===== config.mk =====
export PLATFORM = sky130hd
export DESIGN_NAME = sram_arb_flat
export DESIGN_NICKNAME = d
export VERILOG_FILES = /design/src/rtl/sram_arb_if.sv /design/src/rtl/sram_arb.sv /design/src/flat_wrapper.sv
export SDC_FILE = /design/constraint.sdc
export NUM_CORES = 1
export LEC_CHECK = 0
export ABC_AREA = 0
export CORE_MARGIN = 5
export CORE_UTILIZATION = 37
export CTS_CLUSTER_DIAMETER = 30
export DETAILED_ROUTE_END_ITERATION = 10
export GPL_TIMING_DRIVEN = 0
export PLACE_DENSITY_LB_ADDON = 0.08
export SLEW_MARGIN = 20
export SYNTH_ARGS = -nofsm -noshare
export SYNTH_HDL_FRONTEND = slang
export SYNTH_SLANG_ARGS = --single-unit

===== constraint.sdc =====
create_clock -name clk -period 1.45 [get_ports clk]
set_input_delay 0.2175 -clock clk [delete_from_list [all_inputs] [get_ports clk]]
set_output_delay 0.2175 -clock clk [all_outputs]
set_load 0.02 [all_outputs]

===== src/rtl/sram_arb_if.sv =====
// Bundled signals of the two-port SRAM arbiter: CPU port, debug/loader port
// and the asynchronous SRAM bus.
interface sram_arb_if #(
  parameter int AW = 8,
  parameter int DW = 8
);
  logic          cpu_req;
  logic          cpu_we;
  logic [AW-1:0] cpu_addr;
  logic [DW-1:0] cpu_wdata;
  logic          cpu_gnt;
  logic          cpu_done;
  logic [DW-1:0] cpu_rdata;

  logic          dbg_req;
  logic          dbg_we;
  logic [AW-1:0] dbg_addr;
  logic [DW-1:0] dbg_wdata;
  logic          dbg_gnt;
  logic          dbg_done;
  logic [DW-1:0] dbg_rdata;

  logic          cen;
  logic          oen;
  logic          wen;
  logic          den;
  logic [AW-1:0] addr;
  logic [DW-1:0] dout;
  logic [DW-1:0] din;

  // Arbiter side
  modport slave (
    input  cpu_req, cpu_we, cpu_addr, cpu_wdata,
    output cpu_gnt, cpu_done, cpu_rdata,
    input  dbg_req, dbg_we, dbg_addr, dbg_wdata,
    output dbg_gnt, dbg_done, dbg_rdata,
    output cen, oen, wen, den, addr, dout,
    input  din
  );

  // Requester / SRAM model side
  modport master (
    output cpu_req, cpu_we, cpu_addr, cpu_wdata,
    input  cpu_gnt, cpu_done, cpu_rdata,
    output dbg_req, dbg_we, dbg_addr, dbg_wdata,
    input  dbg_gnt, dbg_done, dbg_rdata,
    input  cen, oen, wen, den, addr, dout,
    output din
  );
endinterface


===== src/rtl/sram_arb.sv =====
// Round-robin arbiter between a CPU port and a debug/loader port sharing one
// asynchronous SRAM; every access is a fixed IDLE/SETUP/STROBE/HOLD sequence.
module sram_arb #(
  parameter int AW = 8,
  parameter int DW = 8
) (
  input  logic        clk,
  input  logic        rst,
  sram_arb_if.slave   bus
);

  typedef enum logic [1:0] {IDLE, SETUP, STROBE, HOLD} state_t;

  state_t        state, state_nxt;
  logic          we_l, we_nxt;
  logic          own_dbg, own_nxt;
  logic          last_dbg, last_nxt;
  logic          win_dbg;

  logic          cen_q, oen_q, wen_q, den_q;
  logic          cen_nxt, oen_nxt, wen_nxt, den_nxt;
  logic          cpu_gnt_q, dbg_gnt_q, cpu_done_q, dbg_done_q;
  logic          cpu_gnt_nxt, dbg_gnt_nxt, cpu_done_nxt, dbg_done_nxt;
  logic [AW-1:0] addr_q, addr_nxt;
  logic [DW-1:0] dout_q, dout_nxt;
  logic [DW-1:0] cpu_rdata_q, cpu_rdata_nxt;
  logic [DW-1:0] dbg_rdata_q, dbg_rdata_nxt;

  // Debug wins when it is the only requester, or on a tie when CPU went last.
  assign win_dbg = bus.dbg_req & (~bus.cpu_req | ~last_dbg);

  // Outputs are computed for the state being entered, then registered, so
  // each SRAM strobe level lines up with the cycle of the state it belongs to.
  always_comb begin
    state_nxt     = state;
    we_nxt        = we_l;
    own_nxt       = own_dbg;
    last_nxt      = last_dbg;
    cen_nxt       = 1'b1;
    oen_nxt       = 1'b1;
    wen_nxt       = 1'b1;
    den_nxt       = 1'b0;
    cpu_gnt_nxt   = 1'b0;
    dbg_gnt_nxt   = 1'b0;
    cpu_done_nxt  = 1'b0;
    dbg_done_nxt  = 1'b0;
    addr_nxt      = addr_q;
    dout_nxt      = dout_q;
    cpu_rdata_nxt = cpu_rdata_q;
    dbg_rdata_nxt = dbg_rdata_q;

    unique case (state)
      IDLE: begin
        if (bus.cpu_req || bus.dbg_req) begin
          state_nxt   = SETUP;
          own_nxt     = win_dbg;
          last_nxt    = win_dbg;
          we_nxt      = win_dbg ? bus.dbg_we   : bus.cpu_we;
          addr_nxt    = win_dbg ? bus.dbg_addr : bus.cpu_addr;
          if (we_nxt)
            dout_nxt  = win_dbg ? bus.dbg_wdata : bus.cpu_wdata;
          cen_nxt     = 1'b0;
          oen_nxt     = we_nxt;
          den_nxt     = we_nxt;
          cpu_gnt_nxt = ~win_dbg;
          dbg_gnt_nxt = win_dbg;
        end
      end
      SETUP: begin
        state_nxt = STROBE;
        cen_nxt   = 1'b0;
        oen_nxt   = we_l;
        den_nxt   = we_l;
        wen_nxt   = ~we_l;
      end
      STROBE: begin
        state_nxt    = HOLD;
        den_nxt      = we_l;
        cpu_done_nxt = ~own_dbg;
        dbg_done_nxt = own_dbg;
        if (!we_l) begin
          if (own_dbg) dbg_rdata_nxt = bus.din;
          else         cpu_rdata_nxt = bus.din;
        end
      end
      HOLD: begin
        state_nxt = IDLE;
      end
      default: begin
        state_nxt = IDLE;
      end
    endcase
  end

  always_ff @(posedge clk) begin
    if (rst) begin
      state     <= IDLE;
      we_l      <= 1'b0;
      own_dbg   <= 1'b0;
      last_dbg  <= 1'b1;
      cen_q     <= 1'b1;
      oen_q     <= 1'b1;
      wen_q     <= 1'b1;
      den_q     <= 1'b0;
      cpu_gnt_q <= 1'b0;
      dbg_gnt_q <= 1'b0;
      cpu_done_q <= 1'b0;
      dbg_done_q <= 1'b0;
      addr_q    <= '0;
      dout_q    <= '0;
      cpu_rdata_q <= '0;
      dbg_rdata_q <= '0;
    end else begin
      state     <= state_nxt;
      we_l      <= we_nxt;
      own_dbg   <= own_nxt;
      last_dbg  <= last_nxt;
      cen_q     <= cen_nxt;
      oen_q     <= oen_nxt;
      wen_q     <= wen_nxt;
      den_q     <= den_nxt;
      cpu_gnt_q <= cpu_gnt_nxt;
      dbg_gnt_q <= dbg_gnt_nxt;
      cpu_done_q <= cpu_done_nxt;
      dbg_done_q <= dbg_done_nxt;
      addr_q    <= addr_nxt;
      dout_q    <= dout_nxt;
      cpu_rdata_q <= cpu_rdata_nxt;
      dbg_rdata_q <= dbg_rdata_nxt;
    end
  end

  assign bus.cen       = cen_q;
  assign bus.oen       = oen_q;
  assign bus.wen       = wen_q;
  assign bus.den       = den_q;
  assign bus.addr      = addr_q;
  assign bus.dout      = dout_q;
  assign bus.cpu_gnt   = cpu_gnt_q;
  assign bus.dbg_gnt   = dbg_gnt_q;
  assign bus.cpu_done  = cpu_done_q;
  assign bus.dbg_done  = dbg_done_q;
  assign bus.cpu_rdata = cpu_rdata_q;
  assign bus.dbg_rdata = dbg_rdata_q;

endmodule


===== src/flat_wrapper.sv =====
// flat-port wrapper written by rule: the top's interface ports become plain ports
module sram_arb_flat 
#(
  parameter int AW = 8,
  parameter int DW = 8
)
  (clk, rst, bus_cpu_req, bus_cpu_we, bus_cpu_addr, bus_cpu_wdata, bus_cpu_gnt, bus_cpu_done, bus_cpu_rdata, bus_dbg_req, bus_dbg_we, bus_dbg_addr, bus_dbg_wdata, bus_dbg_gnt, bus_dbg_done, bus_dbg_rdata, bus_cen, bus_oen, bus_wen, bus_den, bus_addr, bus_dout, bus_din);
  sram_arb_if #(.AW(AW), .DW(DW)) bus_i ();
  input  logic clk;
  input  logic rst;
  input wire logic [$bits(bus_i.cpu_req)-1:0] bus_cpu_req;
  input wire logic [$bits(bus_i.cpu_we)-1:0] bus_cpu_we;
  input wire logic [$bits(bus_i.cpu_addr)-1:0] bus_cpu_addr;
  input wire logic [$bits(bus_i.cpu_wdata)-1:0] bus_cpu_wdata;
  output wire logic [$bits(bus_i.cpu_gnt)-1:0] bus_cpu_gnt;
  output wire logic [$bits(bus_i.cpu_done)-1:0] bus_cpu_done;
  output wire logic [$bits(bus_i.cpu_rdata)-1:0] bus_cpu_rdata;
  input wire logic [$bits(bus_i.dbg_req)-1:0] bus_dbg_req;
  input wire logic [$bits(bus_i.dbg_we)-1:0] bus_dbg_we;
  input wire logic [$bits(bus_i.dbg_addr)-1:0] bus_dbg_addr;
  input wire logic [$bits(bus_i.dbg_wdata)-1:0] bus_dbg_wdata;
  output wire logic [$bits(bus_i.dbg_gnt)-1:0] bus_dbg_gnt;
  output wire logic [$bits(bus_i.dbg_done)-1:0] bus_dbg_done;
  output wire logic [$bits(bus_i.dbg_rdata)-1:0] bus_dbg_rdata;
  output wire logic [$bits(bus_i.cen)-1:0] bus_cen;
  output wire logic [$bits(bus_i.oen)-1:0] bus_oen;
  output wire logic [$bits(bus_i.wen)-1:0] bus_wen;
  output wire logic [$bits(bus_i.den)-1:0] bus_den;
  output wire logic [$bits(bus_i.addr)-1:0] bus_addr;
  output wire logic [$bits(bus_i.dout)-1:0] bus_dout;
  input wire logic [$bits(bus_i.din)-1:0] bus_din;
  assign bus_i.cpu_req = bus_cpu_req;
  assign bus_i.cpu_we = bus_cpu_we;
  assign bus_i.cpu_addr = bus_cpu_addr;
  assign bus_i.cpu_wdata = bus_cpu_wdata;
  assign bus_cpu_gnt = bus_i.cpu_gnt;
  assign bus_cpu_done = bus_i.cpu_done;
  assign bus_cpu_rdata = bus_i.cpu_rdata;
  assign bus_i.dbg_req = bus_dbg_req;
  assign bus_i.dbg_we = bus_dbg_we;
  assign bus_i.dbg_addr = bus_dbg_addr;
  assign bus_i.dbg_wdata = bus_dbg_wdata;
  assign bus_dbg_gnt = bus_i.dbg_gnt;
  assign bus_dbg_done = bus_i.dbg_done;
  assign bus_dbg_rdata = bus_i.dbg_rdata;
  assign bus_cen = bus_i.cen;
  assign bus_oen = bus_i.oen;
  assign bus_wen = bus_i.wen;
  assign bus_den = bus_i.den;
  assign bus_addr = bus_i.addr;
  assign bus_dout = bus_i.dout;
  assign bus_i.din = bus_din;
  sram_arb #(.AW(AW), .DW(DW)) u_core (.clk(clk), .rst(rst), .bus(bus_i));
endmodule

**Yosys cells after proc, flatten, opt, wreduce, memory -nomap -nowiden**

Cells that the tools add are included.

- Output and inout port bits: 40
- Bits in registers: 45
- Logic and storage cells: 52

- Multiplexer cells: 11
- Equal/unequal tests: 4
- Reductions and logical operators: 10
- Bitwise logic cells: 11

Operator list:

| operator | count |
|---|---|
| two-way mux 8 bit | 2 |
| inverter 1 bit | 9 |
| AND reduction 3 bit | 3 |
| case mux 2 bit (4 select lines) | 1 |
| case mux 1 bit (2 select lines) | 3 |
| OR reduction 2 bit | 3 |
| equality test 2 bit, second input constant | 2 |
| two-way mux 1 bit | 4 |
| OR reduction 3 bit | 1 |
| equality test 2 x 1 -> 1 bit, second input constant | 1 |
| zero test 2 bit | 1 |
| two-way mux 2 bit | 1 |
| inequality test 2 x 1 -> 1 bit, second input constant | 1 |
| AND reduction 2 bit | 1 |
| bitwise AND 1 bit | 1 |
| logical OR 1 bit | 1 |
| bitwise OR 1 bit | 1 |

**Longest topological paths before layout**

Gate-level depths: netlist (run 1).

- Word-level depth: 6
- Depth in mapped cells: 7
- Gate-level depth less buffers: 5

**Worst setup path before layout (run 1)**

Ideal clock, no wire load.

- Kind: register to register
- From: reg u_core.state[0]
- To: reg u_core.dout_q[4] (netlist: u_core.bus.dout[4])
- Cell stages (with the launch flop): 7
- Buffers on the path: 2
- Library setup time: 80 ps
- Data arrival time: 1293 ps
- Slack: 77 ps
- Data required time: 1370 ps
- Cells stage by stage: dfxtp_1 > inv_1 > ha_1 > buf_2 > buf_1 > a21oi_1 > a211oi_2

- Cells in the longest elaborated chain, start to end: 2

Ends and longest elaborated chain:

| element | line | source |
|---|---|---|
| start: declaration | sram_arb.sv:14 | `state_t state, state_nxt;` |
| start signal: assignment | sram_arb.sv:114 | `state <= state_nxt;` |
| zero test 2 bit | sram_arb.sv:52 | `unique case (state)` |
| AND reduction 3 bit (no line) | n/a |  |
| end signal: assignment | sram_arb.sv:127 | `dout_q <= dout_nxt;` |
| end: declaration | sram_arb.sv:25 | `logic [DW-1:0] dout_q, dout_nxt;` |

Every way passes these cells.
A chain may end at the register's enable or synchronous reset.

**Worst setup path in the final report (run 1)**

- From: reg u_core.den_q (netlist: u_core.bus.den)
- To: out bus_den

RTL lines:

| element | line | source |
|---|---|---|
| start: declaration | sram_arb.sv:20 | `logic cen_q, oen_q, wen_q, den_q;` |
| start signal: assignment | sram_arb.sv:121 | `den_q <= den_nxt;` |
| end: declaration | flat_wrapper.sv:28 | `output wire logic [$bits(bus_i.den)-1:0] bus_den;` |

No word-level cell between the ends.

==> results of run 1 <==
-- what timing repair did --
action | CTS | global route
pin swaps | 0 | 2
buffers inserted | 1 | 1
resized for setup | 45 | 18
setup endpoints to repair | 68 | 40
cloned | 0 | 1
-- cell usage after synthesis, types with 2 or more instances --
master | instances | area share
a211oi_1 | 9 | 0.036
a211oi_2 | 8 | 0.054
a21oi_1 | 11 | 0.029
and3_1 | 3 | 0.010
buf_1 | 2 | 0.0040
buf_2 | 5 | 0.013
buf_6 | 4 | 0.024
clkbuf_1 | 3 | 0.0060
dfxtp_1 | 45 | 0.48
ha_1 | 4 | 0.027
inv_1 | 3 | 0.0060
mux2i_1 | 32 | 0.17
nand2_1 | 5 | 0.010
nand3_1 | 2 | 0.0054
nor2_1 | 27 | 0.054
nor3b_1 | 2 | 0.0080
o21ai_0 | 2 | 0.0054
-- layer usage --
layer  up-vias  GRT usage
met4         0     0.0608
met5         -          0
li1        816          -
met3         6     0.0488
met1       714      0.173
met2        51      0.231
-- sequential cells by signal (all words and copies together), names as in the netlist, 2 cells and up --
| name | cells |
|---|---|
| u_core.bus.addr | 8 |
| u_core.bus.dout | 8 |
| u_core.state | 2 |
| u_core.bus.cpu_rdata | 8 |
| u_core.bus.dbg_rdata | 8 |
-- kinds of logic after synthesis --
kind of cell	synth area share
AO/OA/AOI/OAI	0.154
adder cells (fa/ha/maj)	0.0268
buffers and inverters	0.0536
flip-flops	0.482
multiplexers	0.177
AND/OR/NAND/NOR	0.106
-- area by class of cell --
type,instances,area share
repair buffers,88,0.290
inverters,3,0.00384
flip-flops and latches,45,0.310
clock buffers,6,0.0247
plain buffers,12,0.0315
well taps,67,0.0286
clock inverters,2,0.00512
multi-input cells,117,0.306
-- power breakdown --
| group | leakage (nW) | total, mW | switching [mW] | internal, mW |
|---|---|---|---|---|
| sequential | 0.370 | 1.67 | 0.152 | 1.52 |
| clock | 0.0374 | 0.760 | 0.420 | 0.340 |
| combinational | 0.930 | 1.91 | 1.03 | 0.876 |
| total | 1.34 | 4.34 | 1.60 | 2.74 |
-- worst reg2reg max path, delay by kind of cell, from the launching register on --
kind	cells	cell delay, ps
compound gates	2	480
buf+inv	1	140
flops	1	360
simple gates	2	330
-- how the worst max path moves through the flow --
stage | end | slack [ps] | startpoint
after global routing | u_core.bus.addr[7]$_SDFFE_PP0N_ | -5 | u_core.state[1]$_SDFFE_PP0P_
after floorplan | u_core.bus.dout[4]$_SDFFE_PP0P_ | 80 | u_core.state[0]$_SDFFE_PP0P_
final | bus_den | 40 | u_core.bus.den$_SDFF_PP0_
after global placement | u_core.bus.dout[5]$_SDFFE_PP0P_ | -440 | bus_dbg_req
after detailed placement | u_core.bus.dout[3]$_SDFFE_PP0P_ | -440 | bus_dbg_req
after CTS | u_core.bus.dout[1]$_SDFFE_PP0P_ | 10 | u_core.last_dbg$_SDFFE_PP1N_
==> results.yml, run 1 <==
critical_path:
  cp.depth: 1
  path_cells: "clkdlybuf4s50_1"
  r2r_start: "u_core.last_dbg$_SDFFE_PP1N_"
  crit_fanout: 1
  start_kind: "register"
  rr_endpoint: "u_core.bus.dout[6]$_SDFFE_PP0P_"
  critPathCaptureType: "output port"
  crit_type: "register to output port"
  slowest_delay_ps: 590
  required_ps: 1230
  path_buf_inv: 1
  reg2regPathDepth: 5
  reg2reg_slack_ps: 70
  cp_top_family: "buffers and inverters"
  worstPathArrival_ps: 1190
  crit_path_top_delay_cell: "clkdlybuf4s50_1"
placement:
  io_buffers: 85
  dp_slack_ps: -445
  dpl_cell_area_mm2: 0.00280
  dp.cells: 331
  gp_congestion: 0.723
  dp_hpwl_um: 3530
floorplanning:
  pin_count: 86
  die_y_um: 81.1
  rows: 25
  die_area_mm2: 0.00657
  initial_core_util: 0.388
  die_w_um: 81.1
  core_mm2: 0.00482
cells_and_area:
  mostFrequentLayoutCells: "clkdlybuf4s50_1 (45), dfxtp_1 (42), dlygate4sd2_1 (35), mux2i_1 (32), nor2_1 (27)"
  layout_commonest_cell: "clkdlybuf4s50_1"
  drive_above_1_share: 0.143
  instances_no_fill: 340
  areaGrowthSynthToFinish_pct: 57.1
  multi_input_area_um2: 898
  fillers: 462
  regArea_um2: 910
  fin_area_mm2: 0.00294
  finish.utilization: 0.609
  diodes: 0
  nets: 322
drt:
  dr_wl_met3_um: 390
  wl_um: 4680
  drcViolationCount: 0
  drtPass1Iterations: 4
  wirelength_met1_um: 2070
  top_layer: "met4"
  wire_per_inst_um: 13.8
  via_per_inst: 4.67
  wl_met2_um: 2180
  vias: 1587
  detail-route-antenna-nets: 0
  drtIter0Drc: 24
clock_network:
  htree_levels: 2
  clockRootBuffer: "clkbuf_8"
  cts_tree: "done"
  path_clk_slew_ps: 80
  clkLatencyLatePin_ps: 300
  numCtsBuffers: 5
  hold_buffers: 0
  cts_buffer_depth: 2
  clock_sinks: 45
yosys:
  yosysWarnings: 0
  avgSynthCellArea_um2: 10.4
  synth-edff-count: 0
  synth.cell_area_mm2: 0.00187
  syn_nets: 229
  synth-async-reset-ratio: 0
  yosysUniqueCellTypes: 29
  syn_inst: 179
  ys_seq_area_frac: 0.482
  synthFlopType: "dfxtp_1"
  ys_ff_latch: 45
timing:
  fmax_ghz: 0.711
  setup_tns_ps: 0
  drv_slew: 0
  fin_skew_ps: 6.76
  hold_viol: 0
  worst_pin_slew_ps: 663
  setup_violations: 0
  relSlewSlack: 0.558
  fin_crit_sh: 0.970
  post-route-min-period_ps: 1410
  postLayoutSetupSlackWorst_ps: 43.1
  whs_ps: 417
hold_path:
  holdPathStages: 3
  min-delay-start: "bus_dbg_req"
  hold_class: "input pin to register"
  worst_hold_path.endpoint: "u_core.last_dbg$_SDFFE_PP1N_"
pwr:
  fin_total_pwr_mw: 4.34
  p_per_area_mw_per_mm2: 1480
  cellLeakagePower_nw: 1.34
  ir_worst_vdd_uv: 579
grt:
  grt_overflow: 0
  antenna_found_initial: 0
  grt_pass1_wl_um: 7170
  grtUsageTotal: 0.143
  grt_pass1_vias: 1565
  grt_start_max_net_pins: 18
run:
  maxCapViolCount: 0
outcome:
  outcome: "completed"
(Power assumes the default switching activity.)
==> inputs of run 2 (changes only) <==
RECOVER_POWER = 100   (was unset)
==> run 2 against run 1 <==
  * Worst setup slack about the same
  * Fmax unchanged
  * Cell count unchanged
  * Clock-buffer cell count unchanged
  * Utilization down 0.91 points
  * Sequential cell count unchanged
  * Non-clock buffer count unchanged
  * Via count about the same
  * Sequential power about the same
  * Global-route usage unchanged
  * Sequential share of layout area up 0.47 points
  * Design area down 1.5%
  * Critical path type unchanged
==> results.yml, run 2 (synthesis results as in run 1) <==
outcome:
  outcome: "completed"
floorplanning:
  initial_core_util: 0.388
  core_mm2: 0.00482
  die_y_um: 81.1
  pin_count: 86
  rows: 25
  die_area_mm2: 0.00657
  die_w_um: 81.1
critical_path:
  crit_type: "register to output port"
  path_cells: "clkdlybuf4s50_1"
  crit_path_top_delay_cell: "clkdlybuf4s50_1"
  slowest_delay_ps: 590
  cp.depth: 1
  start_kind: "register"
  rr_endpoint: "u_core.bus.dout[6]$_SDFFE_PP0P_"
  worstPathArrival_ps: 1190
  worstSetupEndpoint: "bus_den"
  cp_top_family: "buffers and inverters"
  critPathCaptureType: "output port"
  crit_fanout: 1
  r2r_start: "u_core.last_dbg$_SDFFE_PP1N_"
  required_ps: 1230
  cp-startpoint: "u_core.bus.den$_SDFF_PP0_"
  reg2reg_slack_ps: 70
  path_buf_inv: 1
  reg2regPathDepth: 5
placement:
  dp_hpwl_um: 3530
  dpl_cell_area_mm2: 0.00280
  gp_congestion: 0.723
  io_buffers: 85
drt:
  wl_um: 4690
  drtPass1Iterations: 4
  drcViolationCount: 0
  vias: 1586
  detail-route-antenna-nets: 0
  wire_per_inst_um: 13.8
  drtIter0Drc: 25
  via_per_inst: 4.66
grt:
  grt_overflow: 0
  grt_pass1_wl_um: 7170
  grt_pass1_vias: 1565
  grtUsageTotal: 0.143
  grt_start_max_net_pins: 18
  antenna_found_initial: 0
clock_network:
  cts_tree: "done"
  clkLatencyLatePin_ps: 300
  htree_levels: 2
  path_clk_slew_ps: 80
  clockRootBuffer: "clkbuf_8"
  hold_buffers: 0
  cts_buffer_depth: 2
  clock_sinks: 45
  numCtsBuffers: 5
pwr:
  p_per_area_mw_per_mm2: 1490
  ir_worst_vdd_uv: 579
  cellLeakagePower_nw: 1.28
timing:
  fin_crit_sh: 0.970
  fmax_ghz: 0.711
  setup_tns_ps: 0
  relSlewSlack: 0.558
  worst_pin_slew_ps: 663
  setup_violations: 0
  drv_slew: 0
  post-route-min-period_ps: 1410
  hold_viol: 0
  fin_skew_ps: 6.76
cells_and_area:
  layout_commonest_cell: "clkdlybuf4s50_1"
  nets: 322
  diodes: 0
  drive_above_1_share: 0.143
  areaGrowthSynthToFinish_pct: 54.8
  mostFrequentLayoutCells: "clkdlybuf4s50_1 (45), dfxtp_1 (42), dlygate4sd2_1 (35), mux2i_1 (32), nor2_1 (27)"
  fin_area_mm2: 0.00289
run:
  maxCapViolCount: 0
hold_path:
  hold_class: "input pin to register"
  holdPathStages: 3
run 2: worst min-delay path by stage:
stage / from / slack, ps / endpoint
after detailed placement: u_core.we_l$_SDFFE_PP0N_ / 450 / u_core.bus.wen$_SDFF_PP1_
after CTS: bus_dbg_req / 420 / u_core.last_dbg$_SDFFE_PP1N_
after global routing: bus_dbg_req / 500 / u_core.last_dbg$_SDFFE_PP1N_
after global placement: u_core.we_l$_SDFFE_PP0N_ / 450 / u_core.bus.wen$_SDFF_PP1_
final: bus_dbg_req / 420 / u_core.last_dbg$_SDFFE_PP1N_
after floorplan: rst / 350 / u_core.last_dbg$_SDFFE_PP1N_
run 2: layer usage:
| layer | global-route usage | part of all wire | up-vias |
|---|---|---|---|
| li1 | - | - | 816 |
| met5 | 0 | 0 | - |
| met3 | 0.0488 | 0.086 | 6 |
| met1 | 0.173 | 0.44 | 713 |
| met4 | 0.0608 | 0.0087 | 0 |
| met2 | 0.231 | 0.46 | 51 |
run 2: layout make-up:
| type | count | area (um2) |
|---|---|---|
| well taps | 67 | 83.8 |
| clock inverters | 2 | 15.0 |
| repair buffers | 88 | 808 |
| multi-input cells | 117 | 898 |
| flip-flops and latches | 45 | 910 |
| fillers | 465 | 1930 |
| clock buffers | 6 | 72.6 |
| inverters | 3 | 11.3 |
| plain buffers | 12 | 92.6 |
run 2: through the flow:
stage                     instances  worst slack (ps)  hold slack (ps)  total power, mW   util
after floorplan                 179              77.0              353             2.83      -
after global placement          331              -438              450             3.61  0.582
after detailed placement        331              -445              452             3.61  0.582
after CTS                       339              10.3              422             4.29  0.599
after global routing            340             -4.53              502             4.58  0.600
final                           340              43.1              417             4.31  0.600
run 2: repair_timing:
action / 4_1_cts / 5_1_grt
resized for setup: 45 / 18
gates cloned: 0 / 1
endpoints found under the hold margin: 0 / 0
endpoints found under the setup margin: 68 / 40
buffers inserted: 1 / 1
pin swaps: 0 / 2
run 2: where the power goes:
part	internal [mW]	switching, mW
clock	0.340	0.420
sequential	1.52	0.154
combinational	0.844	1.03
==> inputs of run 3 (changes only) <==
CORE_ASPECT_RATIO = 1.1   (was unset)
==> run 3 against run 2 <==
  * Sequential share of layout area is 0.56 points lower
  * Hold slack improved by 12 ps
  * Worst setup slack worse by 8.1 ps
  * Critical path depth did not move
  * Critical endpoint is now bus_cen
  * Largest cell class is now non-clock buffers
==> results.yml, run 3 (synthesis results as in run 1) <==
cells_and_area:
  fin_area_mm2: 0.00294
  areaGrowthSynthToFinish_pct: 57.6
  nets: 327
  layout_commonest_cell: "clkdlybuf4s50_1"
  drive_above_1_share: 0.165
  diodes: 0
  fillers: 467
  instances_no_fill: 336
  mostFrequentLayoutCells: "clkdlybuf4s50_1 (47), dfxtp_1 (42), dlygate4sd2_1 (35), mux2i_1 (31), nor2_1 (27)"
pwr:
  power.switching_mw: 1.64
  p_int_mw: 2.82
  p_clk_frac: 0.168
  p_per_area_mw_per_mm2: 1520
  cellLeakagePower_nw: 1.32
  fin_total_pwr_mw: 4.47
  ir_worst_vdd_uv: 720
  power_frac_comb: 0.457
  power_frac_seq: 0.375
  power_switching_share: 0.368
floorplanning:
  die_area_mm2: 0.00657
  core_mm2: 0.00497
  initial_core_util: 0.376
  die_w_um: 77.7
  pin_count: 86
  rows: 27
  die_y_um: 84.5
critical_path:
  critPathCaptureType: "output port"
  crit_type: "register to output port"
  cp-startpoint: "u_core.bus.cen$_SDFF_PP1_"
  reg2reg_slack_ps: 70
  r2r_start: "u_core.state[1]$_SDFFE_PP0P_"
  path_cells: "clkdlybuf4s50_1"
  worstPathArrival_ps: 1200
  required_ps: 1230
  crit_path_top_delay_cell: "clkdlybuf4s50_1"
  reg2regPathDepth: 6
  crit_fanout: 1
  cp_top_family: "buffers and inverters"
  start_kind: "register"
  slowest_delay_ps: 590
  path_buf_inv: 1
  rr_endpoint: "u_core.bus.oen$_SDFF_PP1_"
timing:
  fin_crit_sh: 0.976
  drv_slew: 0
  setup_tns_ps: 0
  fin_skew_ps: 5.04
  setup_violations: 0
  hold_viol: 0
  worst_pin_slew_ps: 689
  relSlewSlack: 0.540
  fmax_ghz: 0.707
  postLayoutSetupSlackWorst_ps: 35.1
  post-route-min-period_ps: 1410
placement:
  dp_hpwl_um: 3510
  io_buffers: 85
  dp.cells: 322
  dpl_cell_area_mm2: 0.00279
  gp_congestion: 0.747
  dp_slack_ps: -490
run:
  maxCapViolCount: 0
clock_network:
  cts_tree: "done"
  htree_levels: 2
  numCtsBuffers: 5
  hold_buffers: 0
  path_clk_slew_ps: 80
  clockRootBuffer: "clkbuf_8"
  cts_buffer_depth: 2
  clkLatencyLatePin_ps: 290
  clock_sinks: 45
drt:
  wl_um: 4740
  detail-route-antenna-nets: 0
  drtPass1Iterations: 4
  wire_per_inst_um: 14.1
  drcViolationCount: 0
  via_per_inst: 4.88
  vias: 1640
  drtIter0Drc: 72
grt:
  grt_pass1_wl_um: 7220
  antenna_found_initial: 0
  grtUsageTotal: 0.138
  grt_start_max_net_pins: 14
  grt_pass1_vias: 1519
  grt_overflow: 0
outcome:
  outcome: "completed"
hold_path:
  holdPathStages: 3
  worst_hold_path.endpoint: "u_core.last_dbg$_SDFFE_PP1N_"
  min-delay-start: "bus_dbg_req"
  hold_class: "input pin to register"
## run 3: changes by cell type in the layout (fill, tap and decap cells not counted), moves of 2 or more
cell             previous run  this run
buf_2                       3         1
buf_4                       3         8
clkbuf_1                    9         7
clkbuf_2                    0         3
clkdlybuf4s50_1            45        47
clkinv_2                    0         2
clkinvlp_4                  2         0
## run 3: power groups by stage
| stage | Combinational, mW | Sequential, mW | Clock [mW] |
|---|---|---|---|
| 6_report | 2.04 | 1.67 | 0.750 |
| 5_1_grt | 2.21 | 1.71 | 0.820 |
| 4_1_cts | 1.97 | 1.65 | 0.781 |
| 3_5_place_dp | 1.94 | 1.68 | 0 |
| 3_3_place_gp | 1.94 | 1.67 | 0 |
| 2_1_floorplan | 0.882 | 1.95 | 0 |
## run 3: layout make-up
class                      count  area [um2]  share of cell area
sequential                    45         910               0.309
buffer                        12        86.3              0.0293
clock inverter                 2        10.0             0.00340
timing repair buffer          93         858               0.292
inverter                       3        11.3             0.00382
tap                           58        72.6              0.0246
clock buffer                   6        72.6              0.0246
multi-input combinational    117         923               0.314
## run 3: stage by stage
step | utilization | hold WS (ps)
after floorplan | - | 353
after global placement | 0.562 | 453
after detailed placement | 0.562 | 453
after CTS | 0.588 | 429
after global routing | 0.593 | 514
final | 0.593 | 429
## run 3: how the worst max path moves through the flow
stage	endpoint	slack [ps]	depth (start not counted)
2_1_floorplan	u_core.bus.dout[4]$_SDFFE_PP0P_	80	6
3_5_place_dp	u_core.bus.dout[4]$_SDFFE_PP0P_	-490	6
4_1_cts	u_core.bus.oen$_SDFF_PP1_	0.3	6
3_3_place_gp	u_core.bus.dout[4]$_SDFFE_PP0P_	-500	6
6_report	bus_cen	40	1
5_1_grt	u_core.bus.addr[3]$_SDFFE_PP0N_	-5	7
## run 3: timing repair
action	CTS	global route
endpoints found under the setup margin	69	38
pin swaps	0	5
resized for setup	51	19
buffers inserted	4	4
## run 3: layer usage
layer,global-route usage,routed length [um],up-vias,part of all wire
met5,0,0,-,0
met4,0.0516,66,0,0.014
met3,0.0547,409,8,0.086
met2,0.227,2260,51,0.48
met1,0.159,2000,754,0.42
li1,-,-,827,-
